<file path="src/rtl/veerwolf_wb_initiator_pkg.sv">
// rtl/veerwolf_wb_initiator_pkg.sv - shared types and constants for the Wishbone initiator
package veerwolf_wb_initiator_pkg;

    typedef enum logic [1:0] {
        IDLE = 2'd0,
        BUS  = 2'd1,
        RESP = 2'd2
    } state_t;

    localparam int WB_AW_MAX = 32;

    typedef struct packed {
        logic                 we;
        logic [WB_AW_MAX-1:0] adr;
        logic [31:0]          dat;
        logic [3:0]           sel;
    } wb_cmd_t;

    typedef struct packed {
        logic [31:0] dat;
        logic        err;
    } wb_rsp_t;

    localparam logic [31:0] RSP_ERR_DATA = 32'h0;

endpackage

</file>
<file path="src/rtl/veerwolf_wb_timeout.sv">
// rtl/veerwolf_wb_timeout.sv - saturating bus-cycle counter with an expiry pulse
module veerwolf_wb_timeout #(
    parameter int TIMEOUT_CYCLES = 256,
    parameter int TO_W           = 9
) (
    input  logic i_clk,
    input  logic i_rst,
    input  logic i_clr,
    input  logic i_en,
    output logic o_expired
);

    logic [TO_W-1:0] r_cnt;

    always_ff @(posedge i_clk) begin
        if (i_rst || i_clr) begin
            r_cnt <= '0;
        end else if (i_en && (r_cnt != TO_W'(TIMEOUT_CYCLES))) begin
            r_cnt <= r_cnt + TO_W'(1);
        end
    end

    // Expires during the last permitted bus cycle; a zero limit disables it.
    assign o_expired = (TIMEOUT_CYCLES != 0) && i_en &&
                       (r_cnt == TO_W'(TIMEOUT_CYCLES - 1));

endmodule

</file>
<file path="src/rtl/veerwolf_wb_initiator.sv">
// rtl/veerwolf_wb_initiator.sv - single-outstanding Wishbone classic initiator (option: VEERWOLF_WB_INITIATOR_ERR_EN)
module veerwolf_wb_initiator
    import veerwolf_wb_initiator_pkg::*;
#(
    parameter int AW             = 6,
    parameter int TIMEOUT_CYCLES = 256,
    parameter int TO_W           = ($clog2(TIMEOUT_CYCLES + 1) < 1) ? 1 : $clog2(TIMEOUT_CYCLES + 1)
) (
    input  logic          i_clk,
    input  logic          i_rst,
    input  logic          i_cmd_valid,
    output logic          o_cmd_ready,
    input  logic          i_cmd_we,
    input  logic [AW-1:0] i_cmd_adr,
    input  logic [31:0]   i_cmd_dat,
    input  logic [3:0]    i_cmd_sel,
    output logic          o_rsp_valid,
    input  logic          i_rsp_ready,
    output logic [31:0]   o_rsp_dat,
    output logic          o_rsp_err,
    output logic [AW-1:0] o_wb_adr,
    output logic [31:0]   o_wb_dat,
    output logic [3:0]    o_wb_sel,
    output logic          o_wb_we,
    output logic          o_wb_cyc,
    output logic          o_wb_stb,
`ifdef VEERWOLF_WB_INITIATOR_ERR_EN
    input  logic          i_wb_err,
`endif
    input  logic [31:0]   i_wb_rdt,
    input  logic          i_wb_ack
);

    state_t  r_state;
    state_t  w_state_next;
    wb_cmd_t r_cmd;
    wb_rsp_t r_rsp;
    logic    r_cyc;
    logic    r_rsp_valid;
    logic    r_cmd_ready;
    logic    w_accept;
    logic    w_done_ok;
    logic    w_done_err;
    logic    w_expired;
    logic    w_bus_err;

`ifdef VEERWOLF_WB_INITIATOR_ERR_EN
    assign w_bus_err = i_wb_err;
`else
    assign w_bus_err = 1'b0;
`endif

    veerwolf_wb_timeout #(
        .TIMEOUT_CYCLES (TIMEOUT_CYCLES),
        .TO_W           (TO_W)
    ) u_timeout (
        .i_clk     (i_clk),
        .i_rst     (i_rst),
        .i_clr     (w_accept),
        .i_en      (r_state == BUS),
        .o_expired (w_expired)
    );

    always_comb begin
        w_state_next = r_state;
        w_accept     = 1'b0;
        w_done_ok    = 1'b0;
        w_done_err   = 1'b0;
        case (r_state)
            IDLE: begin
                if (i_cmd_valid && r_cmd_ready) begin
                    w_accept     = 1'b1;
                    w_state_next = BUS;
                end
            end
            BUS: begin
                // ack beats bus error, which beats timeout
                if (i_wb_ack) begin
                    w_done_ok    = 1'b1;
                    w_state_next = RESP;
                end else if (w_bus_err || w_expired) begin
                    w_done_err   = 1'b1;
                    w_state_next = RESP;
                end
            end
            RESP: begin
                if (i_rsp_ready) begin
                    w_state_next = IDLE;
                end
            end
            default: w_state_next = IDLE;
        endcase
    end

    always_ff @(posedge i_clk) begin
        if (i_rst) begin
            r_state     <= IDLE;
            r_cmd       <= '0;
            r_rsp       <= '0;
            r_cyc       <= 1'b0;
            r_rsp_valid <= 1'b0;
            r_cmd_ready <= 1'b0;
        end else begin
            r_state     <= w_state_next;
            r_cmd_ready <= (w_state_next == IDLE);
            if (w_accept) begin
                r_cmd.we  <= i_cmd_we;
                r_cmd.adr <= WB_AW_MAX'(i_cmd_adr);
                r_cmd.dat <= i_cmd_dat;
                r_cmd.sel <= i_cmd_sel;
                r_cyc     <= 1'b1;
            end
            if (w_done_ok) begin
                r_cyc       <= 1'b0;
                r_rsp.dat   <= r_cmd.we ? RSP_ERR_DATA : i_wb_rdt;
                r_rsp.err   <= 1'b0;
                r_rsp_valid <= 1'b1;
            end
            if (w_done_err) begin
                r_cyc       <= 1'b0;
                r_rsp.dat   <= RSP_ERR_DATA;
                r_rsp.err   <= 1'b1;
                r_rsp_valid <= 1'b1;
            end
            if ((r_state == RESP) && i_rsp_ready) begin
                r_rsp_valid <= 1'b0;
            end
        end
    end

    assign o_cmd_ready = r_cmd_ready;
    assign o_rsp_valid = r_rsp_valid;
    assign o_rsp_dat   = r_rsp.dat;
    assign o_rsp_err   = r_rsp.err;
    assign o_wb_adr    = AW'(r_cmd.adr);
    assign o_wb_dat    = r_cmd.dat;
    assign o_wb_sel    = r_cmd.sel;
    assign o_wb_we     = r_cmd.we;
    assign o_wb_cyc    = r_cyc;
    assign o_wb_stb    = r_cyc;

endmodule

</file>
<file path="config.mk">
export PLATFORM = sky130hd
export DESIGN_NAME = veerwolf_wb_initiator
export DESIGN_NICKNAME = d
export VERILOG_FILES = /design/src/rtl/veerwolf_wb_initiator_pkg.sv /design/src/rtl/veerwolf_wb_timeout.sv /design/src/rtl/veerwolf_wb_initiator.sv
export SDC_FILE = /design/constraint.sdc
export NUM_CORES = 1
export LEC_CHECK = 0
export CELL_PAD_IN_SITES_DETAIL_PLACEMENT = 1
export CELL_PAD_IN_SITES_GLOBAL_PLACEMENT = 1
export CORE_ASPECT_RATIO = 0.5
export CORE_MARGIN = 10
export CORE_UTILIZATION = 39
export DETAILED_ROUTE_END_ITERATION = 16
export DONT_BUFFER_PORTS = 1
export MAX_ROUTING_LAYER = met4
export PLACE_DENSITY = 0.82
export SETUP_SLACK_MARGIN = 0.2
export SYNTH_ARGS = -nofsm -noshare
export SYNTH_HDL_FRONTEND = slang
export SYNTH_SLANG_ARGS = --single-unit
</file>
<file path="constraint.sdc">
create_clock -name i_clk -period 1.6 [get_ports i_clk]
set_input_delay 0.32 -clock i_clk [delete_from_list [all_inputs] [get_ports i_clk]]
set_output_delay 0.32 -clock i_clk [all_outputs]
set_load 0.02 [all_outputs]
</file>
== Word level (Yosys, flattened, before mapping) ==
Cells that the tools add are included.

* Reductions and logical operators: 11
* $lt $le $gt $ge: 0
* Add/subtract/negate cells: 1
* Bitwise operators: 0
* Shifts and indexed selects: 0
* Equality and inequality tests: 4
* Div/mod/pow operators: 0
* $mul: 0
* Mux-type cells: 17

{| class="wikitable"
|+ Operators with widths
! operator !! number
|-
| two-way mux 32 bit || 1
|-
| two-way mux 1 bit || 11
|-
| adder 9 x 1 -> 9 bit, second input constant || 1
|-
| == test 9 x 8 -> 1 bit, second input constant || 1
|-
| != test 9 bit, second input constant || 1
|-
| two-way mux 2 bit || 4
|-
| case mux 2 bit (3 select lines) || 1
|-
| logical AND 1 bit || 4
|-
| zero test 2 bit || 2
|-
| OR reduction 2 bit || 2
|-
| OR reduction 3 bit || 1
|-
| == test 2 x 1 -> 1 bit, second input constant || 1
|-
| == test 2 bit, second input constant || 1
|-
| nonzero test 2 bit || 1
|-
| logical OR 1 bit || 1
|}

* Bits of input ports: 80
* Output and inout bits: 80
* Bits in writable memories: 0
* Memory bits (read-only): 0
* Register bits: 90
* Logic and storage cells: 44
* Bits in latches: 0
* Memories kept: 0

== Depth between registers and ports, before layout ==
Gate-level depths: netlist of run 1.

* Word-level depth: 6
* Gate-level depth with buffers: 8
* Mapped depth without buffers: 8

== Modules after synthesis ==
Synthesis of run 1 repeated with hierarchy kept, for this count alone.

* Cell total of the unflattened synthesis: 341
* Area, all modules: 3,189.3 µm²

{| class="wikitable"
|+ Modules (own cells, without submodules)
! module !! cells an instance !! instances !! seq. area each (µm²) !! area an instance (µm²)
|-
| veerwolf_wb_initiator || 287 || 1 || 1,621.6 || 2,716.4
|-
| veerwolf_wb_timeout || 54 || 1 || 180.2 || 473.0
|}

== Least setup slack after synthesis of run 1 ==
OpenSTA, ideal clock, no wires.

* Kind: flip-flop to flip-flop
* From: register u_timeout.r_cnt[0]
* To: register r_rsp, in the netlist o_rsp_dat[10]
* Required time: 1.480 ns
* Library setup time: 0.120 ns
* Clock period less this slack: 1.499 ns
* Data arrival time: 1.380 ns
* Setup slack: 0.101 ns
* Path buffers: 1
* Cell stages (with the launch flop): 9
* Path through: dfxtp_1 ha_1 nand3_1 nor2_1 ha_1 nand2_1 o21bai_2 buf_2 a21oi_1

* Word-level cells in the longest chain between the ends: 6

{| class="wikitable"
|+ RTL lines
! what !! RTL line !! RTL
|-
| from (decl) || veerwolf_wb_timeout.sv:13 || <nowiki>logic [TO_W-1:0] r_cnt;</nowiki>
|-
| from (signal assigned) || veerwolf_wb_timeout.sv:19 || <nowiki>r_cnt <= r_cnt + TO_W'(1);</nowiki>
|-
| == test 9 x 8 -> 1 bit || veerwolf_wb_timeout.sv:25 || <nowiki>(r_cnt == TO_W'(TIMEOUT_CYCLES - 1));</nowiki>
|-
| logical AND 1 bit || veerwolf_wb_timeout.sv:24 || <nowiki>assign o_expired = (TIMEOUT_CYCLES != 0) && i_en &&</nowiki>
|-
| two-way mux 1 bit || veerwolf_wb_initiator.sv:81 || <nowiki>end else if (w_bus_err || w_expired) begin</nowiki>
|-
| two-way mux 1 bit || veerwolf_wb_initiator.sv:78 || <nowiki>if (i_wb_ack) begin</nowiki>
|-
| two-way mux 1 bit || veerwolf_wb_initiator.sv:69 || <nowiki>case (r_state)</nowiki>
|-
| OR reduction 2 bit (no line) || -- ||
|-
| to (decl) || veerwolf_wb_initiator.sv:37 || <nowiki>wb_rsp_t r_rsp;</nowiki>
|}

No other way between the ends.
A chain may end at the register's enable or synchronous reset.

== Final worst setup path of run 1 ==
* From: register u_timeout.r_cnt[0]
* To: register r_rsp, in the netlist o_rsp_dat[29]

The elaborated chain is that of the path after synthesis.

==> reports/qor.yml, run 1 <==
status:
  status: "finished clean"
sta:
  final.setup.worst_slack_ns: 0.05021
  rsz0062_at_grt: "yes"
  fin_setup_tns_ns: 0
  finalCritPeriodShare: 0.9686
  finalCriticalPeriod_ns: 1.550
  fmax_ghz: 0.6453
  finalClockSkew_ns: 0.005450
  slew_violations: 0
  setup_viol: 0
  finalHoldViolCount: 0
  max_slew_margin: 0.6815
  tightestPinTransition_ns: 0.4771
floorplanning:
  initial_utilization: 0.3997
  pin_count: 160
  fp.coreArea_sq_um: 8708
  fp-row-count: 24
  die-area_sq_um: 13330
  die_w_um: 153.6
  die_h_um: 86.81
critical_path:
  cp_max_fo: 8
  critPathMaxStageDelay_ns: 0.37
  required_ns: 1.83
  cpMaxStageDelayCell: "dfxtp_4"
  worstPathArrival_ns: 1.78
  cp-start-kind: "register"
  path_cells: "ha_4, nand3_2, nor2_2, ha_2, nand2_2, o21bai_4, buf_6, buf_16, a21oi_1"
  startpoint: "u_timeout.r_cnt[0]"
  r2r_cells: 9
  cp-end-kind: "register"
  worstSetupPathType: "register to register"
  regToRegStartpoint: "u_timeout.r_cnt[0]"
clock_network:
  numCtsBuffers: 9
  htree_levels: 3
  tritoncts: "yes"
  clock_latency_ns: 0.34
  cts.path.max_buffers: 2
  clk_pin_slew_worst_paths_ns: 0.06
  root_buffer: "clkbuf_16"
  cts.sinks: 90
global_route:
  use_met3: 0.07069
  track_usage: 0.1488
  antenna_found_initial: 0
  use_met1: 0.1520
  grt_overflow_total: 0
  grt_pass1_wl_mm: 15.60
  grt_pass1_vias: 2874
  grtUsageMet2: 0.2511
  busiest_layer: "met2"
  grt_max_degree: 51
logic_synthesis:
  netlist_instances: 414
  synth_ff_type: "dfxtp_1"
  ys_seq_area_frac: 0.5176
  syn-cell-area_sq_um: 3481
  postSynthNetCount: 497
  synth_top_cell_by_area: "dfxtp_1"
  yosys-top-cells-area: "dfxtp_1, nand2_1, a21oi_1, nand3b_1, buf_2"
  synth_top_area_frac: 0.5176
  ys_async_sr_fraction: 0
  ys_warn_count: 0
  synth.avg_cell_area_sq_um: 8.408
  synth-edff-count: 0
  ys_types: 33
  ys_ff_latch: 90
detailed_routing:
  drtIter0Drc: 69
  drc: 0
  post_drt_wl_per_cell_um: 19.75
  ant_nets: 0
  firstDrtPassIters: 4
  wl_mm: 10.67
  vias: 2827
  viasPerCell: 5.235
placed_design:
  dp_hpwl_mm: 7.076
  dpl_cell_area_sq_um: 3590
  gp_congestion: 0.8070
  dp.cells: 512
  port_buffers: 0
  dp_slack_ns: 0.03824
layout:
  final_cell_mix: "nand2_1, dfxtp_1, a21oi_1, nand3b_1, buf_4"
  final_cells: 540
  area_growth_pct: 18.94
  drive_gt1_frac: 0.1749
  n_antenna_cell: 0
  stdcell_area_sq_um: 4140
  fin_nets: 501
  final_common_cell: "nand2_1"
power_and_ir_drop:
  power.total_mw: 4.872
  ir_drop_mv: 0.5705
  power_density_nw_per_um2: 1177
  p_leak_nw: 1.391
min_path:
  hold_depth: 1
  holdCritPathClass: "input pin to register"
  min_from: "i_rst"
run:
  cap_violations: 0
## metal layers
metal,part of all wire,wire length (um)
met1,0.40,4280
met2,0.50,5311
met3,0.086,917
met4,0.015,157
met5,0,0
## cells in the mapped netlist (all sizes together), types with 2 or more instances
library cell / instances
a211oi: 2
a21oi: 81
and2: 2
and3: 2
buf: 20
clkbuf: 11
dfxtp: 90
ha: 3
inv: 4
nand2: 126
nand3: 4
nand3b: 32
nand4: 3
nor2: 14
nor3b: 2
nor4b: 2
o21ai: 2
xnor2: 3
xor2: 3
## cells by family after synthesis
| kind of cell | after synthesis | synth area share |
|---|---|---|
| compound gates | 87 | 0.1312 |
| buf+inv | 35 | 0.05823 |
| fa+ha+maj | 3 | 0.01078 |
| mux | 1 | 0.002876 |
| xor+xnor | 6 | 0.01510 |
| flops | 90 | 0.5176 |
| simple gates | 192 | 0.2642 |
## stage by stage
step | util | hold slack (ns)
after floorplan | - | 0.4560
after global placement | 0.4122 | 0.3950
after detailed placement | 0.4122 | 0.3997
after CTS | 0.4635 | 0.03446
after global routing | 0.4754 | 0.03220
final | 0.4754 | 0.05402
## flip-flops by register name (all words and copies together), names as in the netlist
signal           flops
o_cmd_ready          1
o_rsp_dat           32
o_rsp_err            1
o_rsp_valid          1
o_wb_adr             6
o_wb_cyc             1
o_wb_dat            32
o_wb_sel             4
o_wb_we              1
r_state              2
u_timeout.r_cnt      9
## path summary, 6_finish.rpt
path | end | slack [ns]
worst max-delay path | o_rsp_dat[29] | 0.05
worst min-delay path | r_state[0] | 0.05
worst max register to register | o_rsp_dat[29] | 0.05
worst min register to register | r_state[1] | 0.53
## critical path, delay by kind of cell (launching register included)
family | cells | cell delay [ns]
buf+inv | 2 | 0.28
compound gates | 2 | 0.18
fa+ha+maj | 2 | 0.35
flops | 1 | 0.37
simple gates | 3 | 0.26
## timing repair
item                                    4_1_cts  5_1_grt
hold buffers                                  0        0
pin swaps                                     2        9
endpoints found under the setup margin       43       73
gates cloned                                  2        0
resized for setup                            19       20
setup buffers                                 7        3
## final cells by class
class	count	area [sq um]
Fill cell	1041	4568
Sequential cell	90	1822
Inverter	4	17.52
Timing Repair Buffer	24	260.3
Multi-Input combinational cell	289	1609
Clock buffer	15	277.8
Clock inverter	1	7.507
Tap cell	117	146.4
## report_power, final
group          internal [mW]  total (mW)  leakage (nW)  switching [mW]
Sequential              2.33        2.50         0.736           0.171
Combinational          0.149       0.357         0.520           0.208
Clock                   1.18        2.02         0.136           0.834
Total                   3.66        4.87          1.39            1.21
(Power assumes the default switching activity.)
==> run 2, diff against run 1 <==
- ABC_AREA: not set -> 1
- CORE_MARGIN: 10 -> not set
- PLACE_DENSITY: 0.82 -> 0.83
==> reports/qor.yml, run 2 <==
status:
  status: "finished, violations left"
  failed_checks: "negative setup slack"
placed_design:
  dp_hpwl_mm: 6.003  # -15%
  dp.cells: 559  # +9.2%
  gp_congestion: 0.8136  # +0.82%
  port_buffers: 0  # unchanged
  dpl_cell_area_sq_um: 3659  # +1.9%
sta:
  tightestPinTransition_ns: 0.4277  # -0.04933 ns
  finalCriticalPeriod_ns: 1.679  # +0.1290 ns
  setup_viol: 33  # +33
  fmax_ghz: 0.5957  # -7.7%
  final.setup.worst_slack_ns: -0.07875  # -0.1290 ns
  finalHoldViolCount: 0  # unchanged
  finalClockSkew_ns: 0.005578  # +0.0001279 ns
  max_slew_margin: 0.7144  # +0.03293
  hold_ws_ns: 0.05870  # +0.004676 ns
  finalCritPeriodShare: 1.049  # +0.08060
  slew_violations: 0  # unchanged
  rsz0062_at_grt: "yes"
  fin_setup_tns_ns: -1.560  # -1.560 ns
layout:
  final_common_cell: "nor2_1"
  n_antenna_cell: 0  # unchanged
  final_cell_mix: "nor2_1, dfxtp_1, nand2_1, o21ai_0, nand3_1"
  final_core_util: 0.5190  # +0.04354
  fin_nets: 554  # +11%
  drive_gt1_frac: 0.2731  # +0.09817
  final_cells: 593  # +9.8%
  area_growth_pct: 28.63
  stdcell_area_sq_um: 4519  # +9.2%
logic_synthesis:
  ys_types: 29  # -12%
  synth_commonest_cells: "nor2_1, dfxtp_1, nand2_1"
  synth_top_area_frac: 0.5128  # -0.004793
  syn-cell-area_sq_um: 3513  # +0.93%
  ys_async_sr_fraction: 0  # unchanged
  synth-edff-count: 0  # unchanged
  netlist_instances: 454  # +9.7%
  ys_warn_count: 0  # unchanged
  synth_most_common_cell: "nor2_1"
  postSynthNetCount: 537  # +8.0%
  synth_ff_type: "dfxtp_1"
  synth_top_cell_by_area: "dfxtp_1"
  ys_ff_latch: 90  # unchanged
  yosys-top-cells-area: "dfxtp_1, nor2_1, nand2_1, o21ai_0, nand3_1"
  ys_seq_area_frac: 0.5128  # -0.004793
  synth.avg_cell_area_sq_um: 7.739  # -8.0%
critical_path:
  crit_path_frequent_cell: "nand2_4"
  critPathMaxStageDelay_ns: 0.37  # about the same
  worstPathArrival_ns: 1.89  # +0.11 ns
  required_ns: 1.81  # -0.02 ns
  cpMaxStageDelayCell: "dfxtp_4"
  cp_max_fo: 8  # unchanged
  cp-start-kind: "register"
  cp-end-kind: "register"
  path_cells: "ha_4, nand2_4, nor4_4, ha_2, nand2_4, o21ai_4, buf_6, clkbuf_16, a21oi_1"
  worstSetupPathType: "register to register"
clock_network:
  cts.sinks: 90  # unchanged
  htree_levels: 3  # unchanged
  cts.path.max_buffers: 2  # unchanged
  numCtsBuffers: 9  # unchanged
  clk_pin_slew_worst_paths_ns: 0.06  # about the same
  clock_latency_ns: 0.33  # about the same
  hold_buffers: 0  # unchanged
  tritoncts: "yes"
  root_buffer: "clkbuf_16"
global_route:
  grt_pass1_wl_mm: 15.30  # -1.9%
  track_usage: 0.2130  # +0.06424
  grt_pass1_vias: 3082  # +7.2%
  grt_overflow_total: 0  # unchanged
  grt_max_degree: 46  # -9.8%
  antenna_found_initial: 0  # unchanged
detailed_routing:
  vias: 3195  # +13%
  drtIter0Drc: 122  # +77%
  ant_nets: 0  # unchanged
  drc: 0  # unchanged
  post_drt_wl_per_cell_um: 18.14  # -8.2%
  viasPerCell: 5.388  # +2.9%
  wl_mm: 10.76  # +0.86%
  firstDrtPassIters: 4  # unchanged
run:
  cap_violations: 0  # unchanged
floorplanning:
  fp.coreArea_sq_um: 8708  # unchanged
  die-area_sq_um: 9416  # -29%
  fp-row-count: 24  # unchanged
  die_h_um: 69.12  # -20%
  initial_utilization: 0.4034  # +0.003736
  pin_count: 160  # unchanged
  die_w_um: 136.2  # -11%
power_and_ir_drop:
  ir_drop_mv: 0.5720  # +0.27%
  power_density_nw_per_um2: 1202  # +2.2%
  p_leak_nw: 1.679  # +21%
min_path:
  holdCritPathClass: "input pin to register"
run 2: changes by cell type after synthesis, sizes merged, moves of 3 or more:
cell    delta
nand3b    -32
xnor2      -3
nand2     -58
inv       +17
o21ai     +45
a21oi     -41
nor2      +92
nand3     +38
run 2: final timing paths:
check / from / endpoint / slack (ns) / cells after the start
max reg2reg: u_timeout.r_cnt[0] / o_rsp_dat[27] / -0.08 / 9
min reg2reg: o_rsp_dat[3] / o_rsp_dat[3] / 0.56 / 2
min: i_rst / o_wb_cyc / 0.06 / 1
max: u_timeout.r_cnt[0] / o_rsp_dat[27] / -0.08 / 9
run 2: power breakdown:
part | leakage (nW) | internal (mW) | switching, mW | total [mW]
Sequential | 0.736 | 2.36 | 0.230 | 2.59
Clock | 0.165 | 1.44 | 0.871 | 2.31
Combinational | 0.778 | 0.198 | 0.330 | 0.528
Total | 1.68 | 4.00 | 1.43 | 5.43
run 2: kinds of logic (layout without fill, tap and decap cells):
| family | count (synthesis) | after routing | share of synthesized area |
|---|---|---|---|
| simple gates | 223 | 223 | 0.2721 |
| fa+ha+maj | 3 | 3 | 0.01068 |
| xor+xnor | 1 | 1 | 0.002493 |
| compound gates | 89 | 89 | 0.1300 |
| flops | 90 | 90 | 0.5128 |
| buf+inv | 48 | 70 | 0.07193 |
run 2: critical path, delay by kind of cell, from the launching register on:
family	cells	cell delay, ns
buf+inv	2	0.28
fa+ha+maj	2	0.40
flops	1	0.37
compound gates	2	0.22
simple gates	3	0.26
run 2: layout make-up:
| class | count | area (sq um) |
|---|---|---|
| well taps | 117 | 146.4 |
| inverters | 21 | 88.84 |
| multi-input cells | 316 | 1778 |
| fillers | 1014 | 4189 |
| repair buffers | 33 | 359.1 |
| clock inverters | 2 | 38.79 |
| clock buffers | 14 | 295.3 |
| flip-flops and latches | 90 | 1813 |
run 2: stage by stage:
stage                     power (mW)  setup slack (ns)
after floorplan                2.946            0.1122
after CTS                      5.373          0.008705
after global placement         3.017           0.04597
after global routing           5.628           -0.1300
after detailed placement       3.036           0.02094
final                          5.432          -0.07875
run 2: routing by layer:
metal  part of all wire  vias to the layer above  GRT usage
li1                   -                     1519          -
met5                  0                        -          -
met2               0.49                      126     0.3536
met1               0.42                     1529     0.2456
met3              0.070                       21    0.06475
met4              0.020                        0    0.06667
run 2: timing repair:
action | in CTS | in global routing
endpoints found under the setup margin | 37 | 70
buffers inserted | 10 | 5
cloned | 2 | 1
resized for setup | 28 | 63
pin swaps | 4 | 22
endpoints found under the hold margin | 0 | 0
==> run 3, diff against run 2 <==
- CTS_CLUSTER_SIZE: not set -> 20
==> results of run 3 <==
The final DEF is identical to that of run 2; final timing and power are the same.
